==> src/rtl/memresp_pkg.sv <==
// Shared types and constants for the memory responder: FSM state encoding,
// default geometry/latency and the RW strobe encoding.
package memresp_pkg;

    typedef enum logic [1:0] {
        IDLE = 2'b00,
        WAIT = 2'b01,
        DONE = 2'b10
    } state_t;

    localparam int unsigned DEF_ADDR_W  = 8;
    localparam int unsigned DEF_DATA_W  = 16;
    localparam int unsigned DEF_LATENCY = 3;

    localparam logic RW_READ  = 1'b1;
    localparam logic RW_WRITE = 1'b0;

endpackage

==> src/rtl/mem_array.sv <==
// Word-addressed storage with synchronous write and a registered read port.
// Contents are never reset; only the read register clears on reset.
module mem_array #(
    parameter int unsigned ADDR_W = 8,
    parameter int unsigned DATA_W = 16
) (
    input  logic              clk,
    input  logic              rst_n,
    input  logic              we,
    input  logic              re,
    input  logic [ADDR_W-1:0] addr,
    input  logic [DATA_W-1:0] wdata,
    output logic [DATA_W-1:0] rdata
);

    logic [DATA_W-1:0] mem [2**ADDR_W];

    always_ff @(posedge clk) begin
        if (we) begin
            mem[addr] <= wdata;
        end
    end

    // The read register doubles as the responder's dataOut, so it holds between reads.
    always_ff @(posedge clk or negedge rst_n) begin
        if (!rst_n) begin
            rdata <= '0;
        end else if (re) begin
            rdata <= mem[addr];
        end
    end

endmodule

==> src/rtl/mem_responder.sv <==
// Memory responder: latches a request, waits LATENCY edges, performs the
// access and holds MFC until the requester drops memEN.
module mem_responder
    import memresp_pkg::*;
#(
    parameter int unsigned ADDR_W  = DEF_ADDR_W,
    parameter int unsigned DATA_W  = DEF_DATA_W,
    parameter int unsigned LATENCY = DEF_LATENCY
) (
    input  logic              clk,
    input  logic              rst,
    input  logic              memEN,
    input  logic              RW,
    input  logic [ADDR_W-1:0] addr,
    input  logic [DATA_W-1:0] dataIn,
    output logic [DATA_W-1:0] dataOut,
    output logic              MFC,
    output logic              busy
);

    if (LATENCY == 0 || LATENCY > 15) begin : g_bad_latency
        $error("mem_responder: LATENCY must be within 1..15");
    end

    state_t            state;
    logic [3:0]        cnt;
    logic              rw_q;
    logic [ADDR_W-1:0] addr_q;
    logic [DATA_W-1:0] data_q;
    logic              access;
    logic              we;
    logic              re;

    // The access fires on the final wait edge only if the requester is still asserting memEN.
    assign access = (state == WAIT) && memEN && (cnt == '0);
    assign we     = access && (rw_q == RW_WRITE);
    assign re     = access && (rw_q == RW_READ);
    assign busy   = (state != IDLE);

    always_ff @(posedge clk or negedge rst) begin
        if (!rst) begin
            state  <= IDLE;
            cnt    <= '0;
            MFC    <= 1'b0;
            rw_q   <= RW_READ;
            addr_q <= '0;
            data_q <= '0;
        end else begin
            case (state)
                IDLE: begin
                    if (memEN) begin
                        rw_q   <= RW;
                        addr_q <= addr;
                        data_q <= dataIn;
                        cnt    <= 4'(LATENCY - 1);
                        state  <= WAIT;
                    end
                end
                WAIT: begin
                    if (!memEN) begin
                        state <= IDLE;
                    end else if (cnt == '0) begin
                        MFC   <= 1'b1;
                        state <= DONE;
                    end else begin
                        cnt <= cnt - 4'd1;
                    end
                end
                DONE: begin
                    if (!memEN) begin
                        MFC   <= 1'b0;
                        state <= IDLE;
                    end
                end
                default: begin
                    MFC   <= 1'b0;
                    state <= IDLE;
                end
            endcase
        end
    end

    mem_array #(
        .ADDR_W(ADDR_W),
        .DATA_W(DATA_W)
    ) u_array (
        .clk   (clk),
        .rst_n (rst),
        .we    (we),
        .re    (re),
        .addr  (addr_q),
        .wdata (data_q),
        .rdata (dataOut)
    );

endmodule

==> config.mk <==
export PLATFORM = sky130hd
export DESIGN_NAME = mem_responder
export DESIGN_NICKNAME = d
export VERILOG_FILES = /design/src/rtl/memresp_pkg.sv /design/src/rtl/mem_array.sv /design/src/rtl/mem_responder.sv
export SDC_FILE = /design/constraint.sdc
export NUM_CORES = 2
export LEC_CHECK = 0
export BUFFER_PORTS_ARGS = -buffer_cell sky130_fd_sc_hd__buf_2
export CAP_MARGIN = 0
export CORE_UTILIZATION = 50
export DETAILED_ROUTE_END_ITERATION = 12
export PLACE_DENSITY = 0.67
export SLEW_MARGIN = 25
export SYNTH_ARGS = -nofsm -noshare
export SYNTH_HDL_FRONTEND = slang
export SYNTH_SLANG_ARGS = --single-unit
==> constraint.sdc <==
create_clock -name clk -period 5.1 [get_ports clk]
set_clock_uncertainty 0.2 [all_clocks]
set_input_delay 1.02 -clock clk [delete_from_list [all_inputs] [get_ports clk]]
set_output_delay 1.02 -clock clk [all_outputs]
set_load 0.01 [all_outputs]
== Word-level counts from Yosys, hierarchy flattened ==
Memory sizes are Yosys's and may differ from the RTL's. A register that Yosys moved wholly into a read port is not among the register bits.
Cells that the tools add are included.
Word-level totals
  flip-flop bits (word level): 32
  memory bits (writable): 4096
  input port bits: 28
  output and inout port bits: 18
  logic and storage cells: 46
  memories: 1
Memory list
  u_array.mem: words 256, bits a word 16, read ports 1, clocked after memory_dff 1, wr ports 1, RTL line mem_array.sv:16  | logic [DATA_W-1:0] mem [2**ADDR_W];
Cells by class
  add/sub/neg operators: 1
  equal/unequal tests: 8
  multiplexer cells: 15
  bitwise logic cells: 2
  reductions and logical operators: 13
Operators with widths (count)
  $mux 4: 3
  $mux 2: 4
  $ne 2x2->1 const B: 4
  $pmux 4 s2: 1
  $reduce_and 4->1: 2
  $pmux 2 s3: 1
  $mux 1: 5
  $logic_and 1x1->1: 4
  $logic_not 4->1: 1
  $reduce_bool 2->1: 2
  $sub 4x1->4 const B: 1
  $ne 3x2->1 const B: 1
  $pmux 1 s3: 1
  $reduce_and 3->1: 1
  $eq 2x1->1 const B: 1
  $eq 2x2->1 const B: 1
  $logic_not 2->1: 1
  $ne 2x1->1 const B: 1
  $not 1->1: 2
  $reduce_and 2->1: 1
  $logic_not 1->1: 1

== Depth between registers and ports, before layout ==
  depth after elaboration: 6
  depth in mapped cells: 13
  mapped depth without buffers: 9

== By module ==
Synthesis repeated with hierarchy kept, for this count alone.
Second synthesis, totals
  cells, all modules: 7097
  area total of the unflattened synthesis: 159344.1 um^2
By module, submodules not included
  mem_array: instances 1, cells each 7003, area an instance 157900.2 um^2, sequential area each 123398.3 um^2
  mem_responder: instances 1, cells each 94, area an instance 1443.9 um^2, sequential area each 802.0 um^2

== Least setup slack after synthesis ==
OpenSTA, ideal clock, no wires.
  path kind: reg-to-reg
  from: register data_q[0]
  to: memory u_array.mem[0][0], data pin
  arrival: 3.181 ns
  data required time: 4.097 ns
  setup slack: 0.916 ns
  cell stages (with the launch flop): 1
  cell sequence: dfrtp_1
RTL lines
  start, declared: RTL line mem_responder.sv:29  | logic [DATA_W-1:0] data_q;
  start signal, assigned: RTL line mem_responder.sv:54  | data_q <= dataIn;
  end, declared: RTL line mem_array.sv:16
No word-level cell before the write port.

==> run_results.csv <==
group,metric,value,unit
detailed_routing,wirelength,433800,um
detailed_routing,drt-initial-drc-count,12330,
logic_synthesis,yosysTopAreaCellShare,77.23,%
timing,grt_setup_unrepaired,"no",
grt,antenna_found_initial,23,
logic_synthesis,ys.flop_type,"edfxtp_1",
logic_synthesis,syn-cell-area,159300,um^2
grt,grt_pass1_wl,608000,um
detailed_routing,route.detailed.drc,0,
worst_setup_path,critPathRequiredTime,5.75,ns
worst_setup_path,cp-start-kind,"flip-flop",
logic_synthesis,async_flop_share,1.158,%
clocking,insertion_delay,0.98,ns
timing,fin_crit_sh,93.48,%
placed_design,placed_area,168000,um^2
worst_setup_path,cpPeakStageDelay,0.87,ns
finish,nets,7745,
finish,drive_gt1_share,29.88,%
flow_run,maxCapViolCount,0,
detailed_routing,viasPerCell,6.547,
clocking,clock-sinks,4144,
grt,track_usage,26.88,%
worst_setup_path,crit_type,"flip-flop to flip-flop",
clocking,cts_tree,"built",
finish,nFillCells,22490,
min_path,worstHoldEndpoint,"data_q[13]$_DFFE_PN0P_",
floorplanning,rows,206,
power,ir_worst_vdd,0.0006266,V
floorplanning,fp.dieW,566.4,um
placed_design,portBuffers,45,
logic_synthesis,netlist_top_cells_area,"edfxtp_1 77%, mux4_2 15%, mux2i_1 1.8%, dfrtp_1 0.74%, nor2_1 0.70%",
finish,final_common_cell,"edfxtp_1",
worst_setup_path,path_max_fanout,56,
finish,design_area,181500,um^2
detailed_routing,routedWlPerCell,35.47,um
grt,grt_pass1_vias,79270,
timing,max_freq,0.2097,GHz
logic_synthesis,synth_edf_count,4096,
clocking,cts_resized,0,
timing,setup_tns,0,ns
placed_design,dp_slack,0.4295,ns
grt,grt.overflow.total,0,
clocking,h-tree-depth,5,
grt,grt_start_max_net_pins,217,
worst_setup_path,timing.rr.end,"u_array.rdata[9]$_DFFE_PN0P_",
timing,fin_ws,0.3323,ns
logic_synthesis,syn_inst,7087,
worst_setup_path,crit_family,"multiplexers",
worst_setup_path,timing.rr.start,"addr_q[0]$_DFFE_PN0P_",
floorplanning,core,316000,um^2
placed_design,hpwlAfterDp,260500,um
placed_design,place_congestion,0.9090,
floorplanning,die_height,566.4,um
timing,period_minus_slack,4.768,ns
finish,layout_common_cells,"4096 x edfxtp_1, 1032 x mux4_2, 515 x buf_4, 402 x clkbuf_16, 293 x mux2i_1",
logic_synthesis,ys_warn_count,0,
timing,slew_headroom,21.22,%
finish,synthToLayoutAreaGrowth,13.99,%
worst_setup_path,crit_chain,"buf_12, buf_12, mux4_2, mux4_2, a311oi_1, and4_1, o2bb2ai_1",
min_path,min-delay-start,"dataIn[13]",
clocking,cts.path.max_buffers,4,
min_path,worst_hold_path_type,"input pin to flip-flop",
detailed_routing,drtAntennaViolNets,0,
logic_synthesis,syn_area_per_cell,22.47,um^2
worst_setup_path,path_buf_inv,2,
min_path,whs_path_depth,2,
worst_setup_path,rrSetupSlack,0.33,ns
timing,finalHoldViolCount,0,
worst_setup_path,end_kind,"flip-flop",
logic_synthesis,synthDistinctLibCells,64,
placed_design,placedCellCount,11460,
worst_setup_path,crit_slowest_cell,"a311oi_1",
worst_setup_path,critPathArrivalTime,5.42,ns
floorplanning,io-pin-count,46,
status,status,"finished, final reports clean",
logic_synthesis,yosys_register_bits,4144,
timing,finalSetupViolations,0,
clocking,path_clk_slew,0.07,ns
clocking,root_buffer,"clkbuf_16",
floorplanning,initial_utilization,50.40,%
timing,maxSlewViolCount,0,
power,p_per_area,528.5,nW/um^2
timing,worst_pin_slew,1.169,ns
logic_synthesis,ys_seq_area_share,77.99,%
logic_synthesis,synthesis.nets,7116,
finish,fin_cells,12230,
worst_setup_path,cp.depth,7,
clocking,cts_made_buffers,402,
power,leakage,0.05717,uW
detailed_routing,vias,80060,
floorplanning,die-area,320800,um^2
worst_setup_path,r2r_cells,7,
detailed_routing,dr.pass1.iters,7,
logic_synthesis,synth_top_area_cell,"edfxtp_1",
how the worst max path moves through the flow:
stage	startpoint	endpoint	slack, ns
floorplan	data_q[0]$_DFFE_PN0P_	u_array.mem[0][0]$_DFFE_PP_	0.92
CTS	addr_q[0]$_DFFE_PN0P_	u_array.rdata[9]$_DFFE_PN0P_	0.43
global placement	addr_q[0]$_DFFE_PN0P_	u_array.rdata[9]$_DFFE_PN0P_	0.45
finish	addr_q[0]$_DFFE_PN0P_	u_array.rdata[9]$_DFFE_PN0P_	0.33
global route	addr_q[0]$_DFFE_PN0P_	u_array.rdata[9]$_DFFE_PN0P_	0.34
detailed placement	addr_q[0]$_DFFE_PN0P_	u_array.rdata[9]$_DFFE_PN0P_	0.43
cells in the mapped netlist (all sizes together), types with 55 or more instances:
cell / instances
a22oi: 87
o21ai: 63
a32oi: 58
nand2: 235
mux2i: 293
mux4: 1032
clkbuf: 113
a21oi: 91
nor2: 299
o22ai: 55
edfxtp: 4096
buf: 294
layout make-up:
class | count | area (um^2) | area share, %
Inverter | 10 | 57.56 | 0.03170
Timing Repair Buffer | 632 | 5557 | 3.061
Sequential cell | 4144 | 124300 | 68.46
Clock inverter | 245 | 2746 | 1.513
Antenna cell | 11 | 27.53 | 0.01516
Clock buffer | 501 | 10550 | 5.812
Tap cell | 4160 | 5205 | 2.867
Multi-Input combinational cell | 2526 | 33120 | 18.24
logic make-up (layout without fill, tap and decap cells):
| group | Yosys count | in the layout | synth area share [%] |
|---|---|---|---|
| AO/OA/AOI/OAI | 457 | 457 | 1.977 |
| XOR/XNOR | 2 | 2 | 0.01100 |
| adder cells (fa/ha/maj) | 1 | 1 | 0.007855 |
| buffers and inverters | 417 | 1388 | 1.409 |
| flip-flops | 4144 | 4144 | 77.99 |
| multiplexers | 1365 | 1365 | 16.72 |
| other | 0 | 11 | 0 |
| AND/OR/NAND/NOR | 701 | 701 | 1.889 |
per-stage QoR:
step | utilization [%] | hold slack [ns] | total power [uW]
after floorplan | - | 0.2938 | 57150
after global placement | 53.16 | 0.3207 | 66070
after detailed placement | 53.16 | 0.3421 | 66520
after CTS | 57.37 | 0.03827 | 96060
after global routing | 57.44 | 0.05983 | 98350
final | 57.45 | 0.08943 | 95940
per-layer routing:
metal  vias to the layer above  wire (um)  GRT usage (%)
met5                         -         53              0
met4                         8      22590          12.05
met3                       874      48150          6.019
met2                      5092     202200          41.46
met1                     42810     160800          37.04
li1                      31280          -              -
state kept, by name, summed over array words and instances (netlist names):
register	cells
u_array.mem	4096
data_q	16
u_array.rdata	16
addr_q	8
cnt	4
state	2
MFC	1
rw_q	1
timing repair:
action                                 CTS  global route
setup buffers                            0             0
endpoints found under the hold margin   33             0
hold buffers                             1             0
report_power, final:
part	internal [uW]	total, uW	switching, uW
clock	17000	29900	12900
sequential	41400	42800	1460
combinational	8390	23200	14800
Note: power is estimated with default switching activity, not from simulation.
